File: config.mk
export PLATFORM = sky130hd
export DESIGN_NAME = pl_load_store_unit_flat
export DESIGN_NICKNAME = d
export VERILOG_FILES = /design/src/rtl/pl_mem_pkg.sv /design/src/rtl/pl_load_store_unit_if.sv /design/src/rtl/pl_load_align.sv /design/src/rtl/pl_load_store_unit.sv /design/src/flat_wrapper.sv
export SDC_FILE = /design/constraint.sdc
export NUM_CORES = 1
export LEC_CHECK = 0
export CORE_MARGIN = 4
export CORE_UTILIZATION = 40
export CTS_BUF_LIST = sky130_fd_sc_hd__clkbuf_8
export DETAILED_ROUTE_END_ITERATION = 6
export DONT_BUFFER_PORTS = 1
export PLACE_DENSITY = 0.56
export SETUP_SLACK_MARGIN = 0.4
export SLEW_MARGIN = 20
export SYNTH_ARGS = -nofsm -noshare
export SYNTH_HDL_FRONTEND = slang
export SYNTH_SLANG_ARGS = --single-unit
File: constraint.sdc
create_clock -name clk -period 2.34 [get_ports clk]
set_clock_uncertainty 0.2 [all_clocks]
set_input_delay 0.468 -clock clk [delete_from_list [all_inputs] [get_ports clk]]
set_output_delay 0.468 -clock clk [all_outputs]
set_load 0.02 [all_outputs]
File: src/rtl/pl_mem_pkg.sv
// Shared types and big-endian lane helpers for the MEM-stage load/store unit.
// Sizes, FSM states, lane shift amounts and lane masks.
package pl_mem_pkg;

  typedef enum logic [1:0] {
    MEM_BYTE = 2'b00,
    MEM_HALF = 2'b01,
    MEM_WORD = 2'b10
  } mem_size_t;

  typedef enum logic {
    LSU_IDLE,
    LSU_RMW_WRITE
  } lsu_state_t;

  // Byte lane k sits at bits [31-8k : 24-8k].
  function automatic logic [4:0] byte_shift(
    input logic [1:0] a
  );
    return {~a, 3'b000};
  endfunction

  function automatic logic [4:0] half_shift(
    input logic a1
  );
    return a1 ? 5'd0 : 5'd16;
  endfunction

  function automatic logic [31:0] lane_mask(
    input mem_size_t s,
    input logic [1:0] a
  );
    logic [31:0] m;
    unique case (s)
      MEM_BYTE: m = 32'h0000_00ff << byte_shift(a);
      MEM_HALF: m = 32'h0000_ffff << half_shift(a[1]);
      default:  m = 32'hffff_ffff;
    endcase
    return m;
  endfunction

endpackage

File: src/rtl/pl_load_store_unit_if.sv
// Bus between the load/store unit and the word-addressed data memory.
// master = load/store unit, slave = data memory.
interface pl_load_store_unit_if;

  logic        dm_enable;
  logic        dm_read;
  logic        dm_write;
  logic [31:0] dm_address;
  logic [31:0] dm_write_data;
  logic [31:0] dm_read_data;

  modport master (
    output dm_enable,
    output dm_read,
    output dm_write,
    output dm_address,
    output dm_write_data,
    input  dm_read_data
  );

  modport slave (
    input  dm_enable,
    input  dm_read,
    input  dm_write,
    input  dm_address,
    input  dm_write_data,
    output dm_read_data
  );

endinterface

File: src/rtl/pl_load_align.sv
// Combinational big-endian lane extraction with sign/zero extension.
// Ports: dm_read_data, byte_addr, mem_size, mem_unsigned in; load_word out.
module pl_load_align
  import pl_mem_pkg::*;
(
  input  logic [31:0] dm_read_data,
  input  logic [1:0]  byte_addr,
  input  mem_size_t   mem_size,
  input  logic        mem_unsigned,
  output logic [31:0] load_word
);

  logic [7:0]  lane_b;
  logic [15:0] lane_h;

  assign lane_b = 8'(dm_read_data >> byte_shift(byte_addr));
  assign lane_h = 16'(dm_read_data >> half_shift(byte_addr[1]));

  always_comb begin
    load_word = dm_read_data;
    unique case (mem_size)
      MEM_BYTE:
        load_word = {{24{~mem_unsigned & lane_b[7]}}, lane_b};
      MEM_HALF:
        load_word = {{16{~mem_unsigned & lane_h[15]}}, lane_h};
      default:
        load_word = dm_read_data;
    endcase
  end

endmodule

File: src/rtl/pl_load_store_unit.sv
// MEM-stage load/store unit: sub-word loads, RMW sub-word stores, misalign.
// Ports: clk, reset, EX/MEM request fields, load_data, stall, misaligned, dm bus.
module pl_load_store_unit
  import pl_mem_pkg::*;
(
  input  logic        clk,
  input  logic        reset,
  input  logic        enable,
  input  logic        mem_read,
  input  logic        mem_write,
  input  mem_size_t   mem_size,
  input  logic        mem_unsigned,
  input  logic [31:0] address,
  input  logic [31:0] store_data,
  output logic [31:0] load_data,
  output logic        stall,
  output logic        misaligned,
  pl_load_store_unit_if.master dm
);

  lsu_state_t  state_q;
  lsu_state_t  state_d;
  logic [31:0] merge_q;
  logic [31:0] addr_q;
  logic        capture;

  logic        is_byte;
  logic        is_half;
  logic        is_word;
  logic        mis;
  logic        store;
  logic        load;
  logic [31:0] mask;
  logic [4:0]  sh;
  logic [31:0] merged;
  logic [31:0] aligned;

  assign is_byte = (mem_size == MEM_BYTE);
  assign is_half = (mem_size == MEM_HALF);
  assign is_word = ~is_byte & ~is_half;

  assign mis = (mem_read | mem_write)
             & ((is_half & address[0])
             |  (is_word & (address[1:0] != 2'b00)));

  // A store wins over a simultaneous load.
  assign store = mem_write & ~mis;
  assign load  = mem_read & ~mem_write & ~mis;

  assign mask   = lane_mask(mem_size, address[1:0]);
  assign sh     = is_byte ? byte_shift(address[1:0])
                          : half_shift(address[1]);
  assign merged = (dm.dm_read_data & ~mask)
                | ((store_data << sh) & mask);

  pl_load_align u_align (
    .dm_read_data (dm.dm_read_data),
    .byte_addr    (address[1:0]),
    .mem_size     (mem_size),
    .mem_unsigned (mem_unsigned),
    .load_word    (aligned)
  );

  always_ff @(posedge clk or posedge reset) begin
    if (reset) begin
      state_q <= LSU_IDLE;
      merge_q <= '0;
      addr_q  <= '0;
    end else begin
      state_q <= state_d;
      if (capture) begin
        merge_q <= merged;
        addr_q  <= {address[31:2], 2'b00};
      end
    end
  end

  always_comb begin
    state_d          = state_q;
    capture          = 1'b0;
    dm.dm_enable     = enable;
    dm.dm_read       = 1'b0;
    dm.dm_write      = 1'b0;
    dm.dm_address    = {address[31:2], 2'b00};
    dm.dm_write_data = store_data;
    stall            = 1'b0;
    misaligned       = 1'b0;
    load_data        = '0;
    unique case (state_q)
      LSU_IDLE: begin
        misaligned = mis;
        if (store) begin
          if (is_word) begin
            dm.dm_write = 1'b1;
          end else if (enable) begin
            dm.dm_read = 1'b1;
            stall      = 1'b1;
            capture    = 1'b1;
            state_d    = LSU_RMW_WRITE;
          end
        end else if (load) begin
          dm.dm_read = 1'b1;
          load_data  = aligned;
        end
      end
      LSU_RMW_WRITE: begin
        // Same instruction is held in EX/MEM; state drives the write.
        dm.dm_write      = 1'b1;
        dm.dm_address    = addr_q;
        dm.dm_write_data = merge_q;
        if (enable) state_d = LSU_IDLE;
      end
      default: state_d = LSU_IDLE;
    endcase
    if (reset) begin
      dm.dm_write = 1'b0;
      stall       = 1'b0;
    end
  end

endmodule
File: src/flat_wrapper.sv
// flat-port wrapper written by rule: the top's interface ports become plain ports
module pl_load_store_unit_flat import pl_mem_pkg::*;
  (clk, reset, enable, mem_read, mem_write, mem_size, mem_unsigned, address, store_data, load_data, stall, misaligned, dm_dm_enable, dm_dm_read, dm_dm_write, dm_dm_address, dm_dm_write_data, dm_dm_read_data);
  pl_load_store_unit_if dm_i ();
  input  logic clk;
  input  logic reset;
  input  logic enable;
  input  logic mem_read;
  input  logic mem_write;
  input  mem_size_t mem_size;
  input  logic mem_unsigned;
  input  logic [31:0] address;
  input  logic [31:0] store_data;
  output logic [31:0] load_data;
  output logic stall;
  output logic misaligned;
  output wire logic [$bits(dm_i.dm_enable)-1:0] dm_dm_enable;
  output wire logic [$bits(dm_i.dm_read)-1:0] dm_dm_read;
  output wire logic [$bits(dm_i.dm_write)-1:0] dm_dm_write;
  output wire logic [$bits(dm_i.dm_address)-1:0] dm_dm_address;
  output wire logic [$bits(dm_i.dm_write_data)-1:0] dm_dm_write_data;
  input wire logic [$bits(dm_i.dm_read_data)-1:0] dm_dm_read_data;
  assign dm_dm_enable = dm_i.dm_enable;
  assign dm_dm_read = dm_i.dm_read;
  assign dm_dm_write = dm_i.dm_write;
  assign dm_dm_address = dm_i.dm_address;
  assign dm_dm_write_data = dm_i.dm_write_data;
  assign dm_i.dm_read_data = dm_dm_read_data;
  pl_load_store_unit u_core (.clk(clk), .reset(reset), .enable(enable), .mem_read(mem_read), .mem_write(mem_write), .mem_size(mem_size), .mem_unsigned(mem_unsigned), .address(address), .store_data(store_data), .load_data(load_data), .stall(stall), .misaligned(misaligned), .dm(dm_i));
endmodule
* Word-level counts from Yosys, hierarchy flattened
Index checks and enable logic that the tools add are counted.
** Word-level totals
- Output and inout port bits :: 101
- Register bits :: 63
** Cells by class
- Multiplexer cells :: 24
- Bitwise logic cells :: 22
- Shift-type cells :: 5
- Equal/unequal tests :: 1
- Reduce and logical (&&, ||, !) cells :: 2
** Operators by type and width (number)
- $mux 32 :: 5
- $pmux 32 s2 :: 2
- $and 32x32->32 :: 2
- $not 32->32 :: 1
- $or 32x32->32 :: 1
- $shl 16x5->32 const A :: 1
- $shl 32x5->32 :: 1
- $shl 8x5->32 const A :: 1
- $shr 32x5->16 :: 1
- $shr 32x5->8 :: 1
- $mux 1 :: 13
- $mux 5 :: 2
- $and 1x1->1 :: 9
- $not 1->1 :: 6
- $pmux 1 s2 :: 2
- $eq 2x1->1 const B :: 1
- $logic_not 2->1 :: 1
- $not 2->2 :: 1
- $or 1x1->1 :: 2
- $reduce_bool 2->1 :: 1

* Logic depth before layout (Yosys ltp)
- Depth after elaboration :: 11
- Mapped depth :: 7
- Depth with buffers taken out :: 4

* Hierarchy
Synthesis repeated with hierarchy kept, for this count alone.
** Unflattened totals
- Cell total of the unflattened synthesis :: 579
- Area total of the unflattened synthesis :: 4983.5 µm²
** By module, submodules not included
- pl_load_store_unit :: cells an instance 474, area an instance 4165.2 µm², times used 1, seq. area each 1576.5 µm²
- pl_load_align :: cells an instance 105, area an instance 818.3 µm², times used 1, seq. area each 0.0 µm²

* Worst setup path before layout
No wires, ideal clock.
- Path type :: input port to output port
- Start point :: input mem_size[1]
- End point :: output load_data[7]
- Path buffers :: 2
- Data required time :: 1.672 ns
- Setup slack :: -0.318 ns
- Arrival :: 1.990 ns
- Stages :: 5
- Cells stage by stage :: buf_4 nor2_1 o21ai_1 buf_2 a2111oi_1
** Between the ends
- Cells in the longest elaborated chain, start to end :: 11
** Ends and longest elaborated chain
- start, declared :: RTL line flat_wrapper.sv:10 : input mem_size_t mem_size;
- $eq 2x1->1 / $logic_not 2->1 (equally long branches) :: RTL line pl_load_align.sv:21, pl_load_store_unit.sv:39, pl_load_store_unit.sv:38
- $not 1->1 :: RTL line pl_load_store_unit.sv:40 : assign is_word = ~is_byte & ~is_half;
- $and 1x1->1 :: RTL line pl_load_store_unit.sv:40
- $and 1x1->1 :: RTL line pl_load_store_unit.sv:44 : | (is_word & (address[1:0] != 2'b00)));
- $or 1x1->1 :: RTL line pl_load_store_unit.sv:44
- $and 1x1->1 :: RTL line pl_load_store_unit.sv:43 : & ((is_half & address[0])
- $not 1->1 :: RTL line pl_load_store_unit.sv:47, pl_load_store_unit.sv:48
- $and 1x1->1 :: RTL line pl_load_store_unit.sv:48 : assign load = mem_read & ~mem_write & ~mis;
- $mux 32 :: RTL line pl_load_store_unit.sv:101 : end else if (load) begin
- $mux 32 (*) :: RTL line pl_load_store_unit.sv:92 : if (store) begin
- $mux 32 (*) :: RTL line pl_load_store_unit.sv:89 : unique case (state_q)
- end, declared :: RTL line flat_wrapper.sv:14 : output logic [31:0] load_data;
Every way passes the cells marked *; elsewhere a longest branch is shown, timed or not.

* Final worst setup path
- Start point :: register u_core.state_q
- End point :: output load_data[19]
** Between the ends
- Cells in the longest elaborated chain, start to end :: 1
** Ends and longest elaborated chain
- start, declared :: RTL line pl_load_store_unit.sv:21 : lsu_state_t state_q;
- start signal, assigned :: RTL line pl_load_store_unit.sv:70 : state_q <= state_d;
- $mux 32 :: RTL line pl_load_store_unit.sv:89
Every way passes these cells.

==> flow_summary.yaml <==
outcome:
  outcome: "finished with violations"
  violations: "negative setup slack"
timing:
  period_minus_slack_ns: 2.54
  rsz0062_at_grt: "true"
  timing.final.crit_share_pct: 109
  fmax_ghz: 0.394
  fin_tns_setup_ns: -8.18
  setup_viol: 87
  fin_ws_ns: -0.201
  slew_headroom_pct: 35.3
  finalHoldViolations: 0
  slew_viol_final: 0
  worst_pin_slew_ns: 0.967
clocking:
  cts-root-buf: "clkbuf_8"
  cts_sinks: 63
  clkTransAtPathRegs_ns: 0.08
  clk_latency_ns: 0.36
  clockBufferDepth: 2
  htreeDepth: 3
  cts_made_buffers: 9
  cts_tree: "done"
synthesis:
  synth_flop_cell: "dfrtp_1"
  yosys_warnings: 0
  ys_types: 40
  syn_inst: 532
  synth_compound_area_share_pct: 17.1
  synth_top_family_by_area: "multiplexers"
  synth-edff-count: 0
  synthAdderAreaFrac_pct: 0
  synth_simple_gate_area_share_pct: 19.0
  ys_seq_area_share_pct: 34.5
  synth-seq-cells: 63
  synth_mux_area_share_pct: 22.6
  synth_area_sq_um: 4570
  syn_area_per_cell_sq_um: 8.60
  synth-async-reset-ratio_pct: 100
  synth-xor-area-share_pct: 0
worst_setup_path:
  endpoint_kind: "primary output"
  max_stage_delay_ns: 0.42
  cp_cell_sequence: "nor3b_4, o21ai_2, a221o_1, buf_12, a21oi_4, buf_6"
  reg2reg_to: "u_core.merge_q[15]$_DFFE_PP0P_"
  crit_path_top_delay_cell: "dfrtp_2"
  path_buf_inv: 2
  crit_type: "reg2out"
  crit_family: "compound AO/OA/AOI/OAI gates"
  arrival_ns: 1.87
  cp-start-kind: "flip-flop"
  timing.rr.start: "u_core.state_q$_DFF_PP0_"
  crit_start: "u_core.state_q$_DFF_PP0_"
  required_ns: 1.67
  r2r_cells: 11
  worst-path-max-fanout: 8
  r2r_slack_ns: 0.13
die:
  initial_core_util_pct: 41.5
  die_x_um: 115
  core_area_sq_um: 11000
  rows: 38
  io_pins: 205
  die_area_sq_um: 13200
  die_y_um: 115
placed_design:
  gp_congestion: 0.847
  pre_cts_ws_ns: -0.111
  io_buffers: 0
  dpl.hpwl_um: 11900
cells_and_area:
  nets: 677
  n_antenna_cell: 0
  mostFrequentLayoutCells: "93 x nand2_1, 62 x dfrtp_1, 45 x nor2_1"
  drive_gt1_share_pct: 51.0
  area_growth_pct: 47.2
  mostFrequentLayoutCell: "nand2_1"
detailed_routing:
  vias: 4424
  top_layer_used: "met4"
  wl_met2_um: 8820
  drt_first_iter_violations: 356
  ant_nets: 0
  firstDrtPassIters: 5
  viasPerCell: 6.16
  routedWlPerCell_um: 25.3
  wl_met3_um: 1700
  drcViolationCount: 0
  wl_met1_um: 7120
  routed_wl_um: 18100
power_and_ir_drop:
  power_density_nw_per_um2: 585
  p_leak_nw: 2.88
  max-vdd-ir-drop_uv: 345
hold_path:
  hold_path.class: "in2reg"
  whs_path_depth: 2
  holdPathEnd: "u_core.addr_q[19]$_DFFE_PP0P_"
  hp-start: "address[19]"
global_route:
  antenna_found_initial: 0
  grt_pass1_vias: 4366
  grt.total_usage_pct: 25.8
  grt_overflow: 0
  grt_first_pass_wirelength_um: 25800
  grt_max_degree: 50
flow_run:
  maxCapViolations: 0
==> per-stage QoR <==
stage | util, % | power, mW | hold slack, ns | area [sq um] | instances
after floorplan | - | 2.33 | 0.240 | 4950 | 533
after global placement | 46.8 | 2.46 | 0.236 | 5160 | 667
after detailed placement | 46.8 | 2.49 | 0.241 | 5160 | 667
after CTS | 55.4 | 3.79 | 0.000821 | 6110 | 703
after global routing | 61.0 | 4.14 | 0.00860 | 6730 | 718
final | 61.0 | 3.94 | 0.0131 | 6730 | 718
==> Yosys cell counts (9+ instances only) <==
| cell | instances | area share (%) |
|---|---|---|
| nand2_1 | 132 | 11 |
| mux2_2 | 73 | 18 |
| dfrtp_1 | 63 | 34 |
| nor2_1 | 56 | 4.6 |
| a21oi_1 | 35 | 3.8 |
| a221oi_1 | 25 | 4.8 |
| inv_1 | 22 | 1.8 |
| clkbuf_1 | 16 | 1.3 |
| buf_2 | 15 | 1.6 |
| a21oi_2 | 10 | 1.9 |
| o21ai_0 | 10 | 1.1 |
| mux4_2 | 9 | 4.4 |
==> what timing repair did <==
action                                  4_1_cts  5_1_grt
gates resized for setup                     102       98
setup buffers                                10        6
cloned                                        9        9
hold buffers                                  1        0
endpoints found under the setup margin      125      160
hold endpoints to repair                     26        0
pin swaps                                     9       24
==> cell families (layout without fill, tap and decap cells) <==
| family | Yosys count | count (layout) |
|---|---|---|
| compound gates | 111 | 111 |
| buf+inv | 64 | 109 |
| flops | 63 | 63 |
| mux | 83 | 83 |
| other cells | 1 | 2 |
| simple gates | 210 | 210 |
==> power breakdown <==
| group | leakage (nW) | switching, mW | internal [mW] |
|---|---|---|---|
| combinational | 2.01 | 0.714 | 0.615 |
| sequential | 0.760 | 0.176 | 1.34 |
| clock | 0.114 | 0.467 | 0.625 |
==> cell type report <==
cell class,instances,area (sq um)
multi-input combinational,406,3560
inverter,22,93.8
clock buffer,10,138
clock inverter,6,85.1
timing repair buffer,71,1110
sequential,63,1580
tap,140,175
fill,910,4300
==> state kept, by name, summed over array words and instances (netlist names) <==
name,count
u_core.state_q,1
u_core.addr_q,30
u_core.merge_q,32
==> worst register-to-register path, cell delays in order (launching register included) <==
cell	delay, ns
dfrtp_2	0.42
buf_4	0.14
buf_6	0.12
buf_12	0.14
buf_16	0.15
inv_8	0.05
nand4_4	0.11
buf_12	0.17
buf_16	0.16
clkbuf_16	0.18
a221oi_2	0.18
nor2_1	0.06
==> layer usage <==
metal	GRT usage, %	vias up
met5	0	-
met4	7.90	0
met3	8.00	36
met2	42.8	245
met1	32.3	2172
li1	-	1971
==> worst max path at each step <==
stage	end	cells past startpoint	slack [ns]
6_report	load_data[19]	6	-0.20
5_1_grt	load_data[19]	6	-0.25
4_1_cts	load_data[19]	6	-0.19
3_5_place_dp	load_data[5]	4	-0.11
3_3_place_gp	load_data[6]	4	-0.04
2_1_floorplan	load_data[16]	5	-0.04
Power figures use the tool's default switching activity.
==> RTL change: new RTL, same settings <==
Make the reset (`reset`) synchronous in one clocked block.
--- a/src/rtl/pl_load_store_unit.sv
+++ b/src/rtl/pl_load_store_unit.sv
@@ -61,7 +61,7 @@
     .load_word    (aligned)
   );
 
-  always_ff @(posedge clk or posedge reset) begin
+  always_ff @(posedge clk) begin
     if (reset) begin
       state_q <= LSU_IDLE;
       merge_q <= '0;
Check against the original RTL: differs if reset is asserted again (counterexample within 4 cycles, from zero or initial values and one cycle with reset high); with reset held inactive, the same outputs for 10 cycles.
==> RTL change against the original RTL <==
  * The flow still finishes with violations (negative setup slack)
  * Final area decreased by 2.1%
  * Setup slack improved by 190 ps
  * Sequential cell count unchanged
  * Clock power decreased by 9%
  * Routed wire length increased by 11%
  * Total power decreased by 23%
  * Worst hold slack improved by 53 ps
  * Fmax increased by 8.1%
  * Area after synthesis increased by 11%
  * Highest routed layer is now met5
==> RTL change: results (changes against the original RTL) <==
Outcome
  • Status: finished, violations left
  • Failing checks: negative setup slack

Layout
  • Share of layout cells above drive strength 1: 37.72% (-13 points)
  • Seq cells: 63 (unchanged)
  • Post-layout util: 53.99% (-7.1 points)
  • Final instance area: 6593 sq um (-2.1%)
  • Layout Cells excl Fill: 738 (+2.8%)

Routing
  • Vias per Instance: 7.077 (+15%)
  • Avg WL per Cell: 27.28 microns (+8.0%)
  • DR WL met3: 1.929 mm (+13%)
  • Met1 wire length: 7.898 mm (+11%)

Yosys
  • Fraction of registers with async set/reset: 0% (-100 points)
  • Largest cells by area after synthesis: dfxtp_1 (25%), mux2_2 (17%), o211ai_1 (7.0%)
  • Post-synthesis compound-gate area fraction: 43.34% (+26 points)
  • Multiplexer area fraction after synthesis: 17.79% (-4.8 points)
  • Mapped Cells: 582 (+9.4%)
  • List of most frequent post-synthesis cells: mux2_2 (78), dfxtp_1 (63), clkbuf_1 (58)

Place
  • DP Area: 5604 sq um (+8.7%)

Setup path
  • CP arrival: 1680 ps (-190 ps)

Global routing
  • Total track usage: 26.18% (+0.36 points)
  • Met2 Use GR: 42.30% (-0.49 points)
  • Wire length of the first global-routing pass: 29.93 mm (+16%)
  • Vias in the first global route: 5076 (+16%)

Clocking
  • Post-CTS setup buffers: 6 (-4)
  • CTS resizes: 83 (-19%)

Power
  • Worst vdd ir: 0.3481 mV (+0.75%)
  • Leakage: 2.033 nW (-30%)
  • Share of power burned in registers: 37.3% (-1.2 points)
  • Internal power: 0.002020 W (-22%)

Timing
  • Final setup viols: 1 (-99%)
  • Worst setup margin: -9.921 ps (+190.9 ps)
-- RTL change: cell count changes after synthesis, sizes merged, moves of 16 or more --
| cell | change |
|---|---|
| a211oi | +25 |
| a221oi | -23 |
| a311oi | +20 |
| a32oi | +16 |
| a41oi | +28 |
| clkbuf | +42 |
| dfrtp | -63 |
| dfxtp | +63 |
| inv | -16 |
| nand2 | -126 |
| nor2 | -52 |
| o211ai | +39 |
| o21ai | +23 |
| o41ai | +30 |
-- RTL change: cells by family (layout without fill, tap and decap cells) --
group / Yosys count / in the layout
AO/OA/AOI/OAI: 298 / 298
buffers and inverters: 98 / 85
flip-flops: 63 / 63
multiplexers: 79 / 79
other: 1 / 2
AND/OR/NAND/NOR: 43 / 43
-- RTL change: path summary, 6_finish.rpt --
path,slack (ps),to,startpoint,cells after the start
worst max-delay path,-10,load_data[23],mem_size[1],3
worst min-delay path,70,u_core.addr_q[28],address[28],2
worst max register to register,450,u_core.merge_q[22],u_core.state_q,7
worst min register to register,260,u_core.addr_q[20],u_core.addr_q[20],2
